### src/rtl/regfile_wport_ctrl.sv
// Write-port controller for the 32x32 register file: post-reset zeroing sequence,
// then arbitration between writeback and a small long-latency-unit write buffer.
module regfile_wport_ctrl #(
    parameter int unsigned DATA_W     = 32,
    parameter int unsigned ADDR_W     = 5,
    parameter int unsigned FIFO_DEPTH = 2,
    parameter int unsigned MAX_DEFER  = 4
) (
    input  logic                     clk,
    input  logic                     rst,
    input  logic                     wb_we,
    input  logic [ADDR_W-1:0]        wb_rd,
    input  logic [DATA_W-1:0]        wb_data,
    input  logic                     lu_valid,
    input  logic [ADDR_W-1:0]        lu_rd,
    input  logic [DATA_W-1:0]        lu_data,
    output logic                     lu_ready,
    output logic                     wb_stall,
    output logic                     init_busy,
    output logic [(2**ADDR_W)-1:0]   pending_mask,
    output logic                     rf_we,
    output logic [ADDR_W-1:0]        rf_a3,
    output logic [DATA_W-1:0]        rf_wd3
);

    localparam int unsigned NUM_REGS = 2**ADDR_W;
    localparam int unsigned PTR_W    = $clog2(FIFO_DEPTH);
    localparam int unsigned CNT_W    = $clog2(FIFO_DEPTH + 1);
    localparam int unsigned DEF_W    = $clog2(MAX_DEFER + 1);

    typedef enum logic {
        ST_INIT,
        ST_RUN
    } state_t;

    state_t                state_q, state_d;
    logic [ADDR_W-1:0]     init_cnt_q, init_cnt_d;
    logic [DEF_W-1:0]      defer_q, defer_d;

    logic [ADDR_W-1:0]     fifo_rd_q   [FIFO_DEPTH];
    logic [DATA_W-1:0]     fifo_data_q [FIFO_DEPTH];
    logic [FIFO_DEPTH-1:0] fifo_vld_q;
    logic [PTR_W-1:0]      wr_ptr_q, rd_ptr_q;
    logic [CNT_W-1:0]      count_q, count_d;

    logic [ADDR_W-1:0]     rd_d  [FIFO_DEPTH];
    logic [FIFO_DEPTH-1:0] vld_d;
    logic [NUM_REGS-1:0]   mask_d;

    logic                  rf_we_d, wb_stall_d, init_busy_d;
    logic [ADDR_W-1:0]     rf_a3_d;
    logic [DATA_W-1:0]     rf_wd3_d;

    logic                  fifo_empty, fifo_full, push, push_store, pop, wb_req;

    // Buffer status and request qualification
    assign fifo_empty = (count_q == '0);
    assign fifo_full  = (count_q == CNT_W'(FIFO_DEPTH));
    assign lu_ready   = (state_q == ST_RUN) && !fifo_full;
    assign push       = lu_valid && lu_ready;
    assign push_store = push && (lu_rd != '0);
    assign wb_req     = !wb_stall && wb_we && (wb_rd != '0);

    always_ff @(posedge clk or negedge rst) begin
        if (!rst) state_q <= ST_INIT;
        else      state_q <= state_d;
    end

    // Next state, port selection and anti-starvation
    always_comb begin
        state_d     = state_q;
        init_cnt_d  = init_cnt_q;
        defer_d     = defer_q;
        rf_we_d     = 1'b0;
        rf_a3_d     = rf_a3;
        rf_wd3_d    = rf_wd3;
        wb_stall_d  = 1'b0;
        init_busy_d = init_busy;
        pop         = 1'b0;
        case (state_q)
            ST_INIT: begin
                // counter wraps to 0 once x31 has been presented
                if (init_cnt_q == '0) begin
                    state_d     = ST_RUN;
                    init_busy_d = 1'b0;
                end else begin
                    rf_we_d    = 1'b1;
                    rf_a3_d    = init_cnt_q;
                    rf_wd3_d   = '0;
                    init_cnt_d = init_cnt_q + ADDR_W'(1);
                end
            end
            ST_RUN: begin
                if (wb_req) begin
                    rf_we_d  = 1'b1;
                    rf_a3_d  = wb_rd;
                    rf_wd3_d = wb_data;
                    if (!fifo_empty) begin
                        defer_d    = defer_q + DEF_W'(1);
                        wb_stall_d = (defer_d == DEF_W'(MAX_DEFER));
                    end
                end else if (!fifo_empty) begin
                    pop      = 1'b1;
                    rf_we_d  = 1'b1;
                    rf_a3_d  = fifo_rd_q[rd_ptr_q];
                    rf_wd3_d = fifo_data_q[rd_ptr_q];
                    defer_d  = '0;
                end
            end
            default: state_d = ST_INIT;
        endcase
    end

    // Next FIFO occupancy and the pending-rd mask it implies
    always_comb begin
        vld_d = fifo_vld_q;
        rd_d  = fifo_rd_q;
        if (pop) vld_d[rd_ptr_q] = 1'b0;
        if (push_store) begin
            vld_d[wr_ptr_q] = 1'b1;
            rd_d[wr_ptr_q]  = lu_rd;
        end
        mask_d = '0;
        for (int unsigned i = 0; i < FIFO_DEPTH; i++) begin
            if (vld_d[i]) mask_d[rd_d[i]] = 1'b1;
        end
        case ({push_store, pop})
            2'b10:   count_d = count_q + CNT_W'(1);
            2'b01:   count_d = count_q - CNT_W'(1);
            default: count_d = count_q;
        endcase
    end

    always_ff @(posedge clk or negedge rst) begin
        if (!rst) begin
            init_cnt_q <= ADDR_W'(1);
            defer_q    <= '0;
            rf_we      <= 1'b0;
            rf_a3      <= '0;
            rf_wd3     <= '0;
            wb_stall   <= 1'b0;
            init_busy  <= 1'b1;
        end else begin
            init_cnt_q <= init_cnt_d;
            defer_q    <= defer_d;
            rf_we      <= rf_we_d;
            rf_a3      <= rf_a3_d;
            rf_wd3     <= rf_wd3_d;
            wb_stall   <= wb_stall_d;
            init_busy  <= init_busy_d;
        end
    end

    // LU write buffer storage
    always_ff @(posedge clk or negedge rst) begin
        if (!rst) begin
            for (int unsigned i = 0; i < FIFO_DEPTH; i++) begin
                fifo_rd_q[i]   <= '0;
                fifo_data_q[i] <= '0;
            end
            fifo_vld_q   <= '0;
            wr_ptr_q     <= '0;
            rd_ptr_q     <= '0;
            count_q      <= '0;
            pending_mask <= '0;
        end else begin
            if (push_store) begin
                fifo_data_q[wr_ptr_q] <= lu_data;
                wr_ptr_q              <= wr_ptr_q + PTR_W'(1);
            end
            if (pop) rd_ptr_q <= rd_ptr_q + PTR_W'(1);
            fifo_rd_q    <= rd_d;
            fifo_vld_q   <= vld_d;
            count_q      <= count_d;
            pending_mask <= mask_d;
        end
    end

endmodule
### config.mk
export PLATFORM = sky130hd
export DESIGN_NAME = regfile_wport_ctrl
export DESIGN_NICKNAME = d
export VERILOG_FILES = /design/src/rtl/regfile_wport_ctrl.sv
export SDC_FILE = /design/constraint.sdc
export NUM_CORES = 1
export LEC_CHECK = 0
export CORE_ASPECT_RATIO = 1.25
export CORE_UTILIZATION = 44
export DETAILED_ROUTE_END_ITERATION = 8
export GPL_TIMING_DRIVEN = 0
export PLACE_DENSITY = 0.8
export SLEW_MARGIN = 30
export SYNTH_ARGS = -nofsm -noshare
export SYNTH_HDL_FRONTEND = slang
export SYNTH_SLANG_ARGS = --single-unit
### constraint.sdc
create_clock -name clk -period 2.1 [get_ports clk]
set_clock_uncertainty 0.1 [all_clocks]
set_input_delay 0.42 -clock clk [delete_from_list [all_inputs] [get_ports clk]]
set_output_delay 0.42 -clock clk [all_outputs]
set_load 0.02 [all_outputs]
# == Word-level counts from Yosys, hierarchy flattened ==
# Index checks and enable logic that the tools add are counted.
# word_totals
reg_bits,161
latchBits,0
mem_bits_rw,0
rom_bits,0
inputBits,78
out_inout_bits,73
wordCells,118
n_memories,0
# op_classes
add_sub_neg,6
multipliers,0
n_div,0
magnitude_cmp,11
n_eq_ne,6
shifts,0
n_mux,48
bitwise,9
reduce_logical,21
# op_table
cell,count
two-way mux 32 bit,9
bitwise mux 64 bit,1
one-hot mux 32 bit (2 select lines),1
two-way mux 5 bit,7
demux 32 bit (select 1 bit),1
OR 32 bit,1
two-way mux 1 bit,14
less-than comparator 5 x 6 -> 1 bit (second input constant),2
bitwise mux 10 bit,1
demux 1 bit (select 5 bit),2
greater-or-equal comparator 5 x 1 -> 1 bit (second input constant),2
logical AND 1 bit,10
two-way mux 10 bit,1
one-hot mux 5 bit (2 select lines),1
nonzero test 5 bit,2
two-way mux 3 bit,3
AND reduction 2 bit,4
adder 5 x 1 -> 5 bit (second input constant),1
demux 5 bit (select 1 bit),1
zero test 5 bit,1
equality test 2 bit (second input constant),2
greater-or-equal comparator 2 bit (second input constant),2
less-than comparator 1 x 2 -> 1 bit (second input constant),2
two-way mux 2 bit,2
21 further kinds,28

# == Logic depth before layout (Yosys ltp) ==
# logic_depth
ltp_word,14
ltp_mapped,9
ltp_nobuf,8

# == Least setup slack after synthesis ==
# OpenSTA, ideal clock, no wires.
# synth_timing
path_type,input -> register
start,input port wb_rd[2]
end,register count_q[1]
setup_time_ps,79
t_arrival_ps,2062
required_ps,1921
setup_slack_ps,-141
stages,8
path_buffers,2
cell_sequence,or4_4 o21a_1 buf_6 clkbuf_1 nor2_1 ha_1 nor2_1 xor2_1
# synth_between
elab_chain_len,6
elab_cells_between_ends,8
classes_between,2 x eq/ne; 3 x mux; 3 x reduce/logical
# synth_rtl
item,line,source
"start, declared",12,"input logic [ADDR_W-1:0] wb_rd,"
nonzero test 5 bit (*),62,assign wb_req = !wb_stall && wb_we && (wb_rd != '0);
logical AND 1 bit (*),62,
two-way mux 1 bit (*),94,if (wb_req) begin
two-way mux 1 bit (*),80,case (state_q)
equality test 2 x 1 -> 1 bit or equality test 2 bit (tied branches),127,"case ({push_store, pop})"
one-hot mux 2 bit (2 select lines) or nonzero test 2 bit (tied branches),-,
"end signal, assigned",174,count_q <= count_d;
"end, declared",44,"logic [CNT_W-1:0] count_q, count_d;"
# Mark *: on every way between the ends. The rest lies on a longest branch, timed or not.
# A chain may end at the register's enable or synchronous reset.

# == Final worst setup path ==
# layout_timing
start,input port wb_rd[1]
end,register pending_mask[4]
# layout_between
elab_chain_len,10
# layout_rtl
item,line,source
nonzero test 5 bit (*),62,
logical AND 1 bit (*),62,
two-way mux 1 bit (*),94,
two-way mux 1 bit (*),80,
two-way mux 2 bit (*),118,if (pop) vld_d[rd_ptr_q] = 1'b0;
OR 2 bit (no line),-,
two-way mux 2 bit (*),119,if (push_store) begin
two-way mux 32 bit,125,if (vld_d[i]) mask_d[rd_d[i]] = 1'b1;
OR 32 bit (no line),-,
two-way mux 32 bit (*),125,
net mask_d[4],48,logic [NUM_REGS-1:0] mask_d;
"end signal, assigned",175,pending_mask <= mask_d;
"end, declared",20,"output logic [(2**ADDR_W)-1:0] pending_mask,"
# Mark *: on every way through the listed nets, which the timed path passes. The rest lies on a longest branch.

==> reports/summary.md <==
The tightest min-delay check is of the in -> reg type. After the first detailed-routing iteration, the DRC count stood at 356. The logs give 6291 for the via count of the first global-routing pass and 835 for the number of nets produced by synthesis. For the portion of the post-synthesis area used by sequential elements, the log shows 0.544. Counting every sink on the clock net gives 161.

The global routing usage summed across all routing layers was 0.240. TritonCTS built the clock tree. The clock period could shrink to 2070 ps.

The H-tree was split into 4 levels. The tools report the initial core utilization as 0.454. The run finished with clean final reports.

The tools report the later-pin clock latency in the skew report as 430 ps. The most common cell after layout, fill and taps aside was sky130_fd_sc_hd__nand2_1. Among all flip-flop cells after synthesis, the most frequent one is sky130_fd_sc_hd__dfrtp_1. The tools report the met3 capacity usage during global routing as 0.0555. The tools report the gate count after technology mapping as 752. The total overflow left after global routing is 0. The run gives -945 ps as the worst-case setup slack after placement. Summed over all instances, the cell type with the most area after synthesis is sky130_fd_sc_hd__dfrtp_1. The worst setup path is launched from a primary input.

The global-route wire length before repair is 32400 um, and the placement-stage cell area is 0.00919 mm2. The global-route layer with the greatest usage was met2. After synthesis, the cell types taking the most area are sky130_fd_sc_hd__dfrtp_1, sky130_fd_sc_hd__nand2_1, sky130_fd_sc_hd__mux2_2. The share of Yosys cell area claimed by the top area cell type was 0.537; the synthesis-stage register bit count was 161. The compound-cell area share of the yosys netlist is 0.0984.

The category of the most critical setup path is in -> reg. The tools report the cell at the root of the clock tree as sky130_fd_sc_hd__clkbuf_16. The proportion of register bits with asynchronous set or reset after synthesis is 1.00. For the cell area after layout, the log shows 0.00992 mm2. STA classifies the critical path endpoint as a register.

The number of vias in the routed layout was 6253. The max-slew violation total from the final report came out at 0. The routing usage on met2 was 0.412; the synthesized-area fraction occupied by xor and xnor cells was 0.00827.

The run gives 0.497 as the worst slew margin relative to its limit. Summed over all cells, the static leakage comes to 4.37 nW. The mean routed wirelength per cell was 17.5 um.

The combinational family with the most area after synthesis is simple AND/OR/NAND/NOR gates. For the total placed cells including tap cells, the log shows 1116. In this run the cell area of the synthesized design comes to 0.00741 mm2. Clock-pin slew was measured on the worst setup and hold paths at 70 ps. The number of setup violations in the final report is 0, and the placement row count is 52. The fraction of the cycle the final worst path needs works out to 0.987.

The synthesized design contains 0 enable-type register cells. Leaving out fill and tap cells, the most frequent cells in the layout are sky130_fd_sc_hd__nand2_1, sky130_fd_sc_hd__dfrtp_1, sky130_fd_sc_hd__clkdlybuf4s50_1, sky130_fd_sc_hd__nor2_1, sky130_fd_sc_hd__o21ai_0. The met1 layer usage reported by global route is 0.283.

The slew of the pin with the lowest slew margin was 753 ps; the final hold violation count was 0. The worst endpoint data arrival time is 2250 ps. The distinct cell type count of the synthesized netlist came out at 47.

Dividing total power by cell area gives a power density of 1390 mW/mm2. The area growth from synthesis to layout came out at 33.7%. The total CTS buffers was 17; the number of iterations in the first detailed-routing pass was 5. Adder-cell share of the synthesized area: 0.00844. The congestion estimate from routability-driven global placement came to 0.947. The worst-case clock buffer depth is 2, and the via density per instance is 5.43.

For the maximum number of pins on one net before global-route repair, the log shows 83. The worst-case IR drop observed on VDD is 0.790 mV. The final worst slack is 27.0 ps, and the DRC violation count after routing is 0.

From bottom edge to top edge, the die measures 147 um. The fraction of synthesized area in multiplexers is 0.106. For the endpoint required time on the critical path, the log shows 2270 ps.

The wire length after detailed routing was 20200 um; the fraction of layout cells with a size suffix above 1 was 0.152. The floorplan step defined a core boundary enclosing 0.0163 mm2. The Yosys warning count was 0. The repair_antennas step left the layout with diodes totalling 0. The initial antenna violation count is 0, and the mean instance size in the synthesized netlist is 9.86 um2. Across the run, the number of max-cap violations was 0.

The fraction of the mapped netlist area in simple logic gates came out at 0.202. The detail route stage leaves a number of antenna-violating nets equal to 0. During placement, the flow inserted port buffers numbering 147. Setup repair after global routing could not meet its margin everywhere.

Pin placement for this block handled 151 I/O pins. For this run, the top clock speed supported by timing is 482 MHz. The maximum fanout along the worst path works out to 8.

The floorplan step defined a die boundary enclosing 0.0174 mm2. The filler cells instantiated in the layout total 1331. The finished layout holds 1151 standard cells, fillers aside.

The net count reported at finish is 1005. Detailed placement ended at an HPWL of 14600 um. The die is 118 um wide.
## logic make-up after synthesis
group | Yosys count
muxes | 74
and+or+nand+nor | 329
DFF | 161
buffers and inverters | 56
adders and majority gates | 5
AOI/OAI and AO/OA | 120
xor gates and xnor gates | 7
## critical path: stages
cell and delay (ps):
sky130_fd_sc_hd__buf_2 100, sky130_fd_sc_hd__or4_4 540, sky130_fd_sc_hd__o21a_1 210, sky130_fd_sc_hd__buf_6 140, sky130_fd_sc_hd__or3_4 440, sky130_fd_sc_hd__nand4_1 240, sky130_fd_sc_hd__o211ai_1 140
## synth_stat cells (3+ instances only)
master,instances
sky130_fd_sc_hd__a21oi_1,35
sky130_fd_sc_hd__and2_1,3
sky130_fd_sc_hd__and3_1,5
sky130_fd_sc_hd__buf_1,5
sky130_fd_sc_hd__buf_2,18
sky130_fd_sc_hd__clkbuf_1,25
sky130_fd_sc_hd__dfrtp_1,159
sky130_fd_sc_hd__ha_1,5
sky130_fd_sc_hd__inv_1,5
sky130_fd_sc_hd__mux2_2,37
sky130_fd_sc_hd__mux2i_1,37
sky130_fd_sc_hd__nand2_1,207
sky130_fd_sc_hd__nand2b_1,7
sky130_fd_sc_hd__nand3_1,7
sky130_fd_sc_hd__nand4_1,14
sky130_fd_sc_hd__nor2_1,45
sky130_fd_sc_hd__nor2b_1,12
sky130_fd_sc_hd__nor3_1,5
sky130_fd_sc_hd__nor3b_1,3
sky130_fd_sc_hd__o211ai_1,12
sky130_fd_sc_hd__o21ai_0,42
sky130_fd_sc_hd__o221ai_1,21
sky130_fd_sc_hd__o22ai_1,4
sky130_fd_sc_hd__xnor2_1,6
## report_power, final
| group | internal (mW) | total (mW) | switching (mW) |
|---|---|---|---|
| clock network | 1.53 | 2.87 | 1.34 |
| logic | 2.56 | 5.86 | 3.29 |
| registers | 4.34 | 5.06 | 0.721 |
| total | 8.43 | 13.8 | 5.35 |
## layer usage
| metal | wire length (um) | part of all wire | vias up |
|---|---|---|---|
| met5 | 0 | 0 | - |
| met2 | 10400 | 0.52 | 207 |
| met4 | 646 | 0.032 | 0 |
| met3 | 1010 | 0.050 | 43 |
| li1 | - | - | 2922 |
| met1 | 8050 | 0.40 | 3081 |
## state kept, by name, summed over array words and instances (netlist names)
signal and count:
count_q 2, defer_q 3, fifo_data_q 64, fifo_rd_q 10, fifo_vld_q 2, init_busy 1, init_cnt_q 5, pending_mask 32
rd_ptr_q 1, rf_a3 5, rf_wd3 32, rf_we 1, state_q 1, wb_stall 1, wr_ptr_q 1
## layout make-up
class,count,area (um2),area share
plain buffers,47,264,0.0266
clock buffers,18,429,0.0433
clock inverters,14,109,0.0110
inverters,6,22.5,0.00227
multi-input cells,535,3250,0.328
flip-flops and latches,161,4030,0.407
well taps,216,270,0.0273
repair buffers,154,1540,0.155
## timing repair
item	4_1_cts	5_1_grt
hold buffers	1	0
setup endpoints to repair	150	129
pin swaps	5	4
hold endpoints to repair	77	0
resized for setup	36	42
setup buffers	3	2
## final timing paths
| check | startpoint | depth (start not counted) | slack, ps | to |
|---|---|---|---|---|
| worst max-delay path | wb_rd[1] | 7 | 30 | pending_mask[4] |
| worst min-delay path | lu_rd[3] | 3 | 230 | fifo_rd_q[8] |
| worst max register to register | count_q[0] | 6 | 70 | pending_mask[7] |
| worst min register to register | defer_q[1] | 2 | 380 | defer_q[1] |
| max in group asynchronous | rst | 3 | 620 | rf_wd3[11] |
| min in group asynchronous | rst | 2 | 480 | pending_mask[7] |
## stage by stage
| step | hold WS [ps] | total power, mW | setup TNS [ps] | utilization |
|---|---|---|---|---|
| final | 233 | 13.8 | 0 | 0.607 |
| after global routing | 241 | 14.6 | -388 | 0.607 |
| after CTS | 206 | 13.7 | -38.1 | 0.599 |
| after detailed placement | 351 | 10.7 | -113300 | 0.563 |
| after global placement | 355 | 10.6 | -1067140 | 0.561 |
| after floorplan | 24.4 | 8.53 | -2180 | - |
No activity file was read; power rests on OpenSTA's default activity.
